## src/rtl/gpio_display_scanner.sv

```systemverilog
// Memory-mapped scanner for a shared 4-digit 7-segment display.
// Four digit registers plus CTRL sit at BASE_ADDR..BASE_ADDR+4. A prescaled FSM
// walks the digits, with optional all-off slots between them to suppress ghosting.
`timescale 1ns/1ps
module gpio_display_scanner #(
   parameter int unsigned BASE_ADDR    = 4096,
   parameter int unsigned PRESCALE     = 50000,
   parameter int unsigned BLANK_CYCLES = 4,
   parameter int unsigned ADDR_W       = 32
) (
   input  logic              CLK,
   input  logic              RESET_N,
   input  logic              MEM_ENA,
   input  logic              MEM_WE,
   input  logic [ADDR_W-1:0] DADDR,
   input  logic [7:0]        DIN,
   output logic [7:0]        DOUT,
   output logic [6:0]        SEG,
   output logic              DP,
   output logic [3:0]        AN,
   output logic [1:0]        DIGIT_IDX,
   output logic              TICK
);

   // One counter serves both the SHOW and BLANK phases, so size it for the longer one.
   localparam int unsigned CntMax    = (PRESCALE > BLANK_CYCLES) ? PRESCALE : BLANK_CYCLES;
   localparam int unsigned CntW      = (CntMax > 1) ? $clog2(CntMax) : 1;
   localparam logic [CntW-1:0] ShowLast  = CntW'(PRESCALE - 1);
   localparam logic [CntW-1:0] BlankLast = CntW'((BLANK_CYCLES > 0) ? BLANK_CYCLES - 1 : 0);
   localparam bit              BlankOk   = (BLANK_CYCLES > 0);

   typedef enum logic [1:0] {StOff, StShow, StBlank} state_e;

   logic [ADDR_W-1:0] offset;
   logic [2:0]        reg_sel;
   logic              hit, wr_en, rd_en;
   logic [7:0]        digit_q [4];
   logic [7:0]        ctrl_q;
   logic              en, blank_en;
   logic [3:0]        mask;

   state_e            state_q;
   logic [1:0]        idx_q;
   logic [CntW-1:0]   cnt_q;
   logic [3:0]        an_q;
   logic [6:0]        seg_q;
   logic              dp_q;

   // Offset arithmetic wraps below BASE_ADDR, so a single unsigned compare covers the window.
   assign offset  = DADDR - ADDR_W'(BASE_ADDR);
   assign hit     = (offset < ADDR_W'(5));
   assign reg_sel = offset[2:0];
   assign wr_en   = MEM_ENA & MEM_WE & hit;
   assign rd_en   = MEM_ENA & ~MEM_WE & hit;

   assign en       = ctrl_q[0];
   assign blank_en = ctrl_q[1];
   assign mask     = ctrl_q[7:4];

   // Bus writes into the digit and control registers; CTRL[3:2] are held at zero.
   always_ff @(posedge CLK or negedge RESET_N) begin
      if (!RESET_N) begin
         for (int i = 0; i < 4; i++) digit_q[i] <= 8'hFF;
         ctrl_q <= 8'h00;
      end else if (wr_en) begin
         if (reg_sel == 3'd4) ctrl_q <= {DIN[7:4], 2'b00, DIN[1:0]};
         else                 digit_q[reg_sel[1:0]] <= DIN;
      end
   end

   // Combinational read-back; zero when not a read hit.
   always_comb begin
      DOUT = 8'h00;
      if (rd_en) begin
         if (reg_sel == 3'd4) DOUT = ctrl_q;
         else                 DOUT = digit_q[reg_sel[1:0]];
      end
   end

   // Scan FSM plus display output registers, which trail state/idx by one cycle.
   always_ff @(posedge CLK or negedge RESET_N) begin
      if (!RESET_N) begin
         state_q <= StOff;
         idx_q   <= 2'd0;
         cnt_q   <= '0;
         an_q    <= 4'hF;
         seg_q   <= 7'h7F;
         dp_q    <= 1'b1;
      end else begin
         if (state_q == StShow && mask[idx_q]) begin
            an_q  <= ~(4'b0001 << idx_q);
            seg_q <= digit_q[idx_q][6:0];
            dp_q  <= digit_q[idx_q][7];
         end else begin
            an_q  <= 4'hF;
            seg_q <= 7'h7F;
            dp_q  <= 1'b1;
         end

         // Disable wins over any in-flight tick.
         if (!en) begin
            state_q <= StOff;
            idx_q   <= 2'd0;
            cnt_q   <= '0;
         end else begin
            case (state_q)
               StOff: begin
                  state_q <= StShow;
                  idx_q   <= 2'd0;
                  cnt_q   <= '0;
               end
               StShow: begin
                  if (cnt_q == ShowLast) begin
                     cnt_q <= '0;
                     idx_q <= idx_q + 2'd1;
                     if (blank_en && BlankOk) state_q <= StBlank;
                  end else begin
                     cnt_q <= cnt_q + 1'b1;
                  end
               end
               StBlank: begin
                  if (cnt_q == BlankLast) begin
                     cnt_q   <= '0;
                     state_q <= StShow;
                  end else begin
                     cnt_q <= cnt_q + 1'b1;
                  end
               end
               default: begin
                  state_q <= StOff;
                  idx_q   <= 2'd0;
                  cnt_q   <= '0;
               end
            endcase
         end
      end
   end

   assign AN        = an_q;
   assign SEG       = seg_q;
   assign DP        = dp_q;
   assign DIGIT_IDX = idx_q;
   assign TICK      = (state_q == StShow) && (cnt_q == ShowLast);

endmodule
```

## config.mk

```make
export PLATFORM = sky130hd
export DESIGN_NAME = gpio_display_scanner
export DESIGN_NICKNAME = d
export VERILOG_FILES = /design/src/rtl/gpio_display_scanner.sv
export SDC_FILE = /design/constraint.sdc
export NUM_CORES = 1
export LEC_CHECK = 0
export CAP_MARGIN = 20
export CORE_UTILIZATION = 53
export DETAILED_ROUTE_END_ITERATION = 10
export HOLD_SLACK_MARGIN = 0.03
export PLACE_DENSITY_LB_ADDON = 0.3
export SLEW_MARGIN = 5
export SYNTH_ARGS = -nofsm -noshare
export SYNTH_HDL_FRONTEND = slang
export SYNTH_SLANG_ARGS = --single-unit
```

## constraint.sdc

```tcl
create_clock -name CLK -period 4.1 [get_ports CLK]
set_input_delay 0.82 -clock CLK [delete_from_list [all_inputs] [get_ports CLK]]
set_output_delay 0.82 -clock CLK [all_outputs]
set_load 0.005 [all_outputs]
```

==> flow_summary_export.csv <==
group,metric,value,unit
setup_path,slowest_delay,0.52,ns
synth,share_of_the_yosys_chip_area_belonging_to_registers,46.7,%
timing,relSlewSlack,58.5,%
setup_path,crit_path_start_kind,"input pin",
global_routing,grt_max_degree,51,
synth,yosys.area.top_type_share,29.9,%
drt,drt-pass1-iter-count,5,
timing,period_minus_slack,4.04,ns
global_routing,antenna_violations_before_repair,0,
cts,worstSkewPairLatency,0.35,ns
power_and_ir_drop,power_leakage,2.00,nW
global_routing,global_routing_usage_summed_across_all_routing_layers,26.5,%
synth,synth_enable_flop_cells,0,
global_routing,grt_overflow,0,
synth,synthesis.area,3870,um2
synth,ys_dominant_reg_cell,"sky130_fd_sc_hd__dfstp_2",
synth,synthDistinctLibCells,44,
cts,cts_num_sinks,70,
synth,post_synth.cell_area_avg,12.5,um2
synth,syn-num-nets,363,
placed_design,place_ws,-0.483,ns
synth,synthCells,310,
floorplanning,rows,30,
finish,num_antenna_cells,0,
drt,vias_per_cell,5.89,
setup_path,setup.reg_to_reg.worst_slack,1.74,ns
cts,ctsHtreeMaxLevel,3,
synth,library_cell_with_the_largest_summed_area_after_synthesis,"sky130_fd_sc_hd__dfstp_2",
global_routing,first_global_vias,3085,
placed_design,port-buffer-count,66,
cts,clkSlewWorstSetupHoldPaths,0.08,ns
floorplanning,dieWidth,87.5,um
power_and_ir_drop,ir_drop,0.284,mV
finish,layout-drive-gt1-share,42.6,%
power_and_ir_drop,p_sw,0.000339,W
floorplanning,fp.dieArea,7650,um2
power_and_ir_drop,power.density,279,nW/um2
timing,grt_setup_unrepaired,"false",
timing,min_period_over_period,98.6,%
drt,wirelength,9.31,mm
cts,max-clock-path-buffers,2,
cts,cts_tree,"yes",
drt,route.detailed.wl_per_inst,18.3,um
setup_path,cp_data_required_time,3.28,ns
cts,cts_buffers,9,
synth,synth.yosys.warnings,0,
setup_path,critical_path.slowest_cell,"sky130_fd_sc_hd__or4_4",
min_path,min-delay-path-class,"in -> async",
power_and_ir_drop,power.clock.fraction,43.5,%
global_routing,grt_first_pass_wirelength,15.2,mm
status,result_of_the_run,"finished, final reports clean",
placed_design,dpl.hpwl,6.57,mm
setup_path,critical_path_cell_list,"dlygate4sd2_1, or4_4, o31a_1, or4_4, a211o_4, buf_4, buf_4, nor2_2, buf_2",
floorplanning,floorplan.io_pins,67,
floorplanning,die_height,87.5,um
run,max_cap_violations,0,
synth,ys_async_sr_fraction,100,%
drt,drt-initial-drc-count,158,
cts,ctsRootBufferMaster,"sky130_fd_sc_hd__clkbuf_8",
timing,timing_hold_violations_final,0,
finish,final_core_area_utilization,72.9,%
synth,synth.top_cells.by_area,"sky130_fd_sc_hd__dfstp_2 (30%), sky130_fd_sc_hd__dfrtp_1 (17%), sky130_fd_sc_hd__mux2_2 (11%)",
power_and_ir_drop,combPwrFrac,7.4,%
placed_design,place.detailed.instances,483,
drt,routed-via-count,2999,
power_and_ir_drop,p_seq_share,49.1,%
floorplanning,core,6940,um2
finish,area_delta_synth_final,30.7,%
power_and_ir_drop,swShare,24.1,%
setup_path,maximum_fanout_count_along_the_critical_path,5,
timing,fin_skew,0.0101,ns
setup_path,timing_worst_setup_path_type,"in -> out",
drt,route.antenna.remaining_nets,0,
setup_path,crit_path_end_kind,"output port",
timing,max_freq,247,MHz
timing,worstMarginPinSlew,0.620,ns
synth,synth_seq_cells,70,
drt,route.detailed.drc,0,
power_and_ir_drop,finalPower,0.00141,W
timing,number_of_max_slew_violations_in_the_final_report,0,
finish,finish.net_count,461,
timing,fin_hold_ws,0.406,ns
timing,setup_viol_count_final,0,
placed_design,routability_congestion_estimate,0.787,
floorplanning,initial_utilization,55.8,%
power_and_ir_drop,power_report.internal_total,0.00107,W
timing,finalWorstSetupSlack,0.0593,ns
finish,fin_cells,509,
setup_path,critPathArrivalTime,3.22,ns
Yosys cell counts, types with 8 or more instances:
master,instances
sky130_fd_sc_hd__inv_1,8
sky130_fd_sc_hd__ha_1,9
sky130_fd_sc_hd__and3_1,9
sky130_fd_sc_hd__nand2_1,17
sky130_fd_sc_hd__mux4_2,15
sky130_fd_sc_hd__nor2_1,22
sky130_fd_sc_hd__dfrtp_1,26
sky130_fd_sc_hd__a21oi_1,10
sky130_fd_sc_hd__nand2b_1,8
sky130_fd_sc_hd__dfstp_2,44
sky130_fd_sc_hd__nor4_1,8
sky130_fd_sc_hd__nand3_1,8
sky130_fd_sc_hd__mux2_2,38
stage by stage:
stage / TNS, ns / area (um2)
after detailed placement: -3.18 / 4760
after CTS: -0.0338 / 5050
after floorplan: 0 / 3870
final: 0 / 5060
after global routing: 0 / 5060
after global placement: -2.78 / 4760
placed cells by master (no fill, tap or decap), types with 15 or more instances in the layout:
cell                               n
sky130_fd_sc_hd__nand2_1          17
sky130_fd_sc_hd__nor2_1           21
sky130_fd_sc_hd__buf_4            30
sky130_fd_sc_hd__mux2_2           38
sky130_fd_sc_hd__mux4_2           15
sky130_fd_sc_hd__dfrtp_1          26
sky130_fd_sc_hd__dfstp_2          44
sky130_fd_sc_hd__clkdlybuf4s50_1  45
worst max-delay path, delay by kind of cell:
| family | cells | cell delay (ns) |
|---|---|---|
| AOI/OAI and AO/OA | 2 | 0.65 |
| buffers and inverters | 4 | 0.64 |
| and+or+nand+nor | 3 | 1.11 |
cell families after synthesis:
group,after synthesis,share of synthesized area [%]
DFF,70,46.7
xor gates and xnor gates,14,3.17
muxes,56,20.5
buffers and inverters,18,1.94
adders and majority gates,9,2.91
and+or+nand+nor,107,15.8
AOI/OAI and AO/OA,36,9.01
timing repair:
item,CTS,global route
hold buffers,0,0
pin swaps,6,6
setup buffers,7,2
setup endpoints to repair,8,4
gates resized for setup,49,14
power groups by stage:
stage                logic, W  registers, W  clock network [W]
floorplan           0.0000265      0.000704                  0
global placement     0.000101      0.000704                  0
global route         0.000112      0.000692           0.000661
CTS                  0.000105      0.000692           0.000626
finish               0.000104      0.000692           0.000613
detailed placement   0.000105      0.000704                  0
cell type report:
type                       count  area [um2]
multi-input combinational    222        2040
sequential                    70        1810
clock inverter                 6        75.1
clock buffer                  10         149
tap                           96         120
fill                         460        1880
timing repair buffer          97         836
inverter                       8        30.0
registers in the layout, indices dropped and copies added, names as in the netlist:
signal / count
ctrl_q: 6
cnt_q: 16
AN: 4
DP: 1
state_q: 2
digit_q: 32
SEG: 7
DIGIT_IDX: 2
path summary, 6_finish.rpt:
check,start,cells after the start,endpoint
max,DADDR[13],9,DOUT[1]
min,RESET_N,1,DIGIT_IDX[0]
max reg2reg,cnt_q[4],6,cnt_q[5]
min reg2reg,cnt_q[0],1,cnt_q[0]
max in group asynchronous,RESET_N,2,cnt_q[0]
min in group CLK,cnt_q[0],1,cnt_q[0]
layer usage:
layer | track usage (%) | vias up | share of wire [%]
li1 | - | 1361 | -
met1 | 32.9 | 1505 | 40
met2 | 46.0 | 113 | 52
met3 | 4.74 | 20 | 5.3
met4 | 10.3 | 0 | 2.1
met5 | 0 | - | 0
Note: power is estimated with default switching activity, not from simulation.
